<file path="src/rtl/axi_read_arbiter.sv">
// Two-master AXI read arbiter: I-cache and D-cache share one AR/R channel pair.
// The grant is round-robin, and only one burst is in flight at a time.
module axi_read_arbiter #(
  parameter int ADDR_WIDTH = 64,
  parameter int DATA_WIDTH = 64
) (
  input  logic                  clk,
  input  logic                  reset,
  input  logic                  ic_arvalid,
  input  logic [ADDR_WIDTH-1:0] ic_araddr,
  input  logic [7:0]            ic_arlen,
  input  logic [2:0]            ic_arsize,
  input  logic [1:0]            ic_arburst,
  output logic                  ic_arready,
  output logic                  ic_rvalid,
  output logic                  ic_rlast,
  output logic [DATA_WIDTH-1:0] ic_rdata,
  input  logic                  ic_rready,
  input  logic                  dc_arvalid,
  input  logic [ADDR_WIDTH-1:0] dc_araddr,
  input  logic [7:0]            dc_arlen,
  input  logic [2:0]            dc_arsize,
  input  logic [1:0]            dc_arburst,
  output logic                  dc_arready,
  output logic                  dc_rvalid,
  output logic                  dc_rlast,
  output logic [DATA_WIDTH-1:0] dc_rdata,
  input  logic                  dc_rready,
  output logic                  m_axi_arvalid,
  output logic [ADDR_WIDTH-1:0] m_axi_araddr,
  output logic [7:0]            m_axi_arlen,
  output logic [2:0]            m_axi_arsize,
  output logic [1:0]            m_axi_arburst,
  input  logic                  m_axi_arready,
  input  logic                  m_axi_rvalid,
  input  logic                  m_axi_rlast,
  input  logic [DATA_WIDTH-1:0] m_axi_rdata,
  output logic                  m_axi_rready,
  output logic                  instruction_cache_reading,
  output logic                  data_cache_reading,
  output logic                  protocol_error
);

  typedef enum logic [1:0] {IDLE, ADDR, DATA} state_t;

  state_t                r_state, w_next;
  logic                  r_owner;       // 1 = D-cache
  logic                  r_last_grant;  // 1 = D-cache
  logic [ADDR_WIDTH-1:0] r_addr;
  logic [7:0]            r_len, r_cnt;
  logic [2:0]            r_size;
  logic [1:0]            r_burst;
  logic                  r_err;

  logic w_ic_win, w_dc_win, w_grant, w_rready, w_beat;

  // I-cache wins unless the D-cache also asks and the I-cache had the last turn
  assign w_ic_win = ic_arvalid & (~dc_arvalid | r_last_grant);
  assign w_dc_win = dc_arvalid & ~w_ic_win;
  assign w_grant  = (r_state == IDLE) & (ic_arvalid | dc_arvalid);
  assign w_rready = r_owner ? dc_rready : ic_rready;
  assign w_beat   = (r_state == DATA) & m_axi_rvalid & w_rready;

  always_ff @(posedge clk) begin
    if (reset) r_state <= IDLE;
    else       r_state <= w_next;
  end

  always_comb begin
    w_next = r_state;
    case (r_state)
      IDLE:    if (w_grant) w_next = ADDR;
      ADDR:    if (m_axi_arready) w_next = DATA;
      DATA:    if (w_beat && m_axi_rlast) w_next = IDLE;
      default: w_next = IDLE;
    endcase
  end

  always_ff @(posedge clk) begin
    if (reset) begin
      r_owner      <= 1'b0;
      r_last_grant <= 1'b1;
      r_addr       <= '0;
      r_len        <= '0;
      r_size       <= '0;
      r_burst      <= '0;
      r_cnt        <= '0;
      r_err        <= 1'b0;
    end else begin
      if (w_grant) begin
        r_owner <= w_dc_win;
        r_addr  <= w_dc_win ? dc_araddr  : ic_araddr;
        r_len   <= w_dc_win ? dc_arlen   : ic_arlen;
        r_size  <= w_dc_win ? dc_arsize  : ic_arsize;
        r_burst <= w_dc_win ? dc_arburst : ic_arburst;
      end
      if (r_state == ADDR && m_axi_arready) r_cnt <= r_len;
      if (w_beat) begin
        if (m_axi_rlast) begin
          r_last_grant <= r_owner;
          if (r_cnt != 8'd0) r_err <= 1'b1;
        end else if (r_cnt == 8'd0) begin
          r_err <= 1'b1;
        end else begin
          r_cnt <= r_cnt - 8'd1;
        end
      end
    end
  end

  always_comb begin
    ic_arready                = 1'b0;
    dc_arready                = 1'b0;
    ic_rvalid                 = 1'b0;
    ic_rlast                  = 1'b0;
    ic_rdata                  = '0;
    dc_rvalid                 = 1'b0;
    dc_rlast                  = 1'b0;
    dc_rdata                  = '0;
    m_axi_arvalid             = 1'b0;
    m_axi_araddr              = '0;
    m_axi_arlen               = '0;
    m_axi_arsize              = '0;
    m_axi_arburst             = '0;
    m_axi_rready              = 1'b0;
    instruction_cache_reading = 1'b0;
    data_cache_reading        = 1'b0;
    protocol_error            = 1'b0;
    if (!reset) begin
      protocol_error = r_err;
      m_axi_araddr   = r_addr;
      m_axi_arlen    = r_len;
      m_axi_arsize   = r_size;
      m_axi_arburst  = r_burst;
      case (r_state)
        IDLE: begin
          ic_arready = w_ic_win;
          dc_arready = w_dc_win;
        end
        ADDR: begin
          m_axi_arvalid             = 1'b1;
          instruction_cache_reading = ~r_owner;
          data_cache_reading        = r_owner;
        end
        DATA: begin
          instruction_cache_reading = ~r_owner;
          data_cache_reading        = r_owner;
          m_axi_rready              = w_rready;
          if (r_owner) begin
            dc_rvalid = m_axi_rvalid;
            dc_rlast  = m_axi_rlast;
            dc_rdata  = m_axi_rdata;
          end else begin
            ic_rvalid = m_axi_rvalid;
            ic_rlast  = m_axi_rlast;
            ic_rdata  = m_axi_rdata;
          end
        end
        default: ;
      endcase
    end
  end

endmodule

</file>
<file path="config.mk">
export PLATFORM = sky130hd
export DESIGN_NAME = axi_read_arbiter
export DESIGN_NICKNAME = d
export VERILOG_FILES = /design/src/rtl/axi_read_arbiter.sv
export SDC_FILE = /design/constraint.sdc
export NUM_CORES = 1
export LEC_CHECK = 0
export BUFFER_PORTS_ARGS = -buffer_cell sky130_fd_sc_hd__buf_2
export CAP_MARGIN = 20
export CORE_AREA = 2 2 173 175
export DETAILED_ROUTE_END_ITERATION = 6
export DIE_AREA = 0 0 175 177
export REMOVE_ABC_BUFFERS = 1
export SYNTH_ARGS = -nofsm -noshare
export SYNTH_HDL_FRONTEND = slang
export SYNTH_SLANG_ARGS = --single-unit
</file>
<file path="constraint.sdc">
create_clock -name clk -period 2.6 [get_ports clk]
set_input_delay 0.26 -clock clk [delete_from_list [all_inputs] [get_ports clk]]
set_output_delay 0.26 -clock clk [all_outputs]
set_load 0.02 [all_outputs]
</file>
==> out/qor.yml <==
status: "complete, no violations"
finalPower_w: 0.00622
ys_warn_count: 0
htreeDepth: 3
grt_antenna_before_repair: 13
cp.required_ps: 2340
route.antenna.remaining_nets: 0
wl_met1_mm: 9.20
netlist_area_mm2: 0.00563
cts_max_path_buffers: 2
track_usage: 0.144
final.setup.worst_slack_ps: 213
grt_pass1_vias: 5966
cts.sinks: 90
p_per_area_mw_per_mm2: 713
grt_max_degree: 113
cts_hold_buf: 0
met2_wirelength_mm: 12.8
r2r_setup_slack_ps: 430
rows: 63
first_pass_iters: 4
cp-start-kind: "register"
gp_congestion: 0.870
wl_per_cell_um: 15.0
clkTransAtPathRegs_ps: 60
ys_async_sr_fraction: 0
post-route-period-util: 0.918
seqCellArea_mm2: 0.00180
vdd_drop_max_mv: 0.335
tritoncts: "yes"
worstPathMaxFanout: 33
min_from: "ic_araddr[1]"
skew_ps: 5.07
drive_above_1_share: 0.419
place_area_mm2: 0.00841
worst-setup-path-type: "reg -> out"
synth_ff_type: "dfxtp_1"
slew_viol_final: 0
rr_startpoint: "r_cnt[0]$_SDFF_PP0_"
rsz0062_at_grt: "no"
fmax_mhz: 419
place_ws_ps: 446
r2r_cells: 6
endpoint_kind: "output pin"
ys_types: 44
overflow: 0
die_h_um: 177
drt_iter0_drc: 217
grt_pass1_wl_mm: 34.0
wl_mm: 23.7
die_width_um: 175
fin_nets: 1416
hold_viol: 0
cts_made_buffers: 9
via_per_inst: 4.24
synthToLayoutAreaGrowth_pct: 54.9
core_mm2: 0.0292
cts_setup_buffers: 0
synth-seq-area-share: 0.320
relSlewSlack: 0.553
r2r-end: "r_cnt[2]$_SDFF_PP0_"
syn-mean-instance-area_um2: 7.35
fin_area_mm2: 0.00873
clkLatencyLatePin_ps: 350
leakage_nw: 4.42
numPortBuffers: 442
dp.final_hpwl_mm: 20.0
hold_path_depth: 3
routed.top_layer: "met4"
dr_wl_met3_mm: 1.28
synth_edf_count: 0
cts_root_buf: "clkbuf_16"
syn-instance-count: 767
via_count: 6712
ctsResizeCount: 0
period_minus_slack_ps: 2390
initial_core_util: 0.193
holdPathEnd: "r_addr[1]$_SDFFE_PP0P_"
pin_count: 443
drc: 0
worstMarginPinSlew_ps: 669
die_area_mm2: 0.0310
fill_cells: 3225
max_cap_violations: 0
worstPathArrival_ps: 2130
setup_viol: 0
multi_input_area_mm2: 0.00355
hold_slack_ps: 246
min_path_type: "in -> reg"
ys_seq_elements: 90
logic make-up (layout without fill, tap and decap cells):
logic type	count (synthesis)	count (layout)	share of synthesized area
AO/OA/AOI/OAI	100	100	0.135
adder cells (fa/ha/maj)	6	6	0.0133
buffers and inverters	76	495	0.0546
flip-flops	90	90	0.320
multiplexers	84	84	0.149
other	0	7	0
AND/OR/NAND/NOR	411	411	0.328
critical path: stages (launching register included):
cell	delay, ps
dfxtp_1	340
inv_1	90
ha_1	340
nand2_2	420
buf_4	310
nor2_1	90
buf_2	170
metal layers:
layer,vias up,global-route usage
met5,-,0
met4,0,0.0493
li1,3421,-
met3,28,0.0178
met1,2951,0.157
met2,312,0.285
placed cells by master (no fill, tap or decap), types with 7 or more instances in the layout:
| cell | netlist | layout |
|---|---|---|
| a211oi_1 | 78 | 78 |
| and3_1 | 7 | 7 |
| buf_12 | 0 | 7 |
| buf_2 | 9 | 441 |
| buf_4 | 1 | 26 |
| clkbuf_16 | 0 | 9 |
| dfxtp_1 | 90 | 90 |
| diode_2 | 0 | 7 |
| mux2i_1 | 83 | 83 |
| nand2_1 | 82 | 81 |
| nand3_1 | 7 | 7 |
| nor2_1 | 212 | 212 |
| nor2b_1 | 82 | 81 |
synthesized netlist by cell type (all sizes together), types with 3 or more instances:
master | count | area share
and3 | 7 | 0.0078
nand3 | 7 | 0.0062
buf | 20 | 0.017
dfxtp | 90 | 0.32
inv | 6 | 0.0040
nor2 | 212 | 0.14
nor3b | 3 | 0.0040
a211oi | 79 | 0.11
nor2b | 82 | 0.091
nor3 | 3 | 0.0027
ha | 6 | 0.013
nand2 | 82 | 0.055
mux2i | 83 | 0.15
a31oi | 4 | 0.0044
clkbuf | 50 | 0.033
worst max path at each step:
stage                            startpoint                   to  slack [ps]  cells past startpoint
floorplan                        dc_arvalid           dc_arready       -6890                      2
global placement        r_cnt[0]$_SDFF_PP0_  r_cnt[2]$_SDFF_PP0_         500                      6
detailed placement      r_cnt[0]$_SDFF_PP0_  r_cnt[2]$_SDFF_PP0_         450                      6
CTS                 r_state[0]$_SDFFE_PP0P_          dc_rdata[3]         180                      6
global route        r_state[0]$_SDFFE_PP0P_         dc_rdata[12]           5                      6
finish              r_state[0]$_SDFFE_PP0P_          dc_rdata[1]         210                      6
state kept, by name (all words and copies together) (netlist names), 2 cells and up:
register,cells
r_burst,2
r_cnt,8
r_state,2
r_size,3
r_len,8
r_addr,64
where the power goes:
part           internal [W]  total, W  switching, W
registers           0.00182   0.00206      0.000238
logic               0.00116   0.00283       0.00167
clock network      0.000787   0.00132      0.000538
total               0.00377   0.00622       0.00245
per-stage QoR:
step / cells / TNS [ps] / utilization
after floorplan: 697 / -538160 / -
after global placement: 1562 / 0 / 0.288
after detailed placement: 1562 / 0 / 0.288
after CTS: 1576 / 0 / 0.298
after global routing: 1577 / 0 / 0.298
final: 1583 / 0 / 0.298
cell type report:
class / instances / share of cell area
Multi-Input combinational cell: 601 / 0.407
Sequential cell: 90 / 0.206
Timing Repair Buffer: 475 / 0.293
Clock buffer: 12 / 0.0294
Inverter: 6 / 0.00258
Tap cell: 390 / 0.0559
Antenna cell: 7 / 0.00201
Clock inverter: 2 / 0.00430
(Power assumes the default switching activity.)
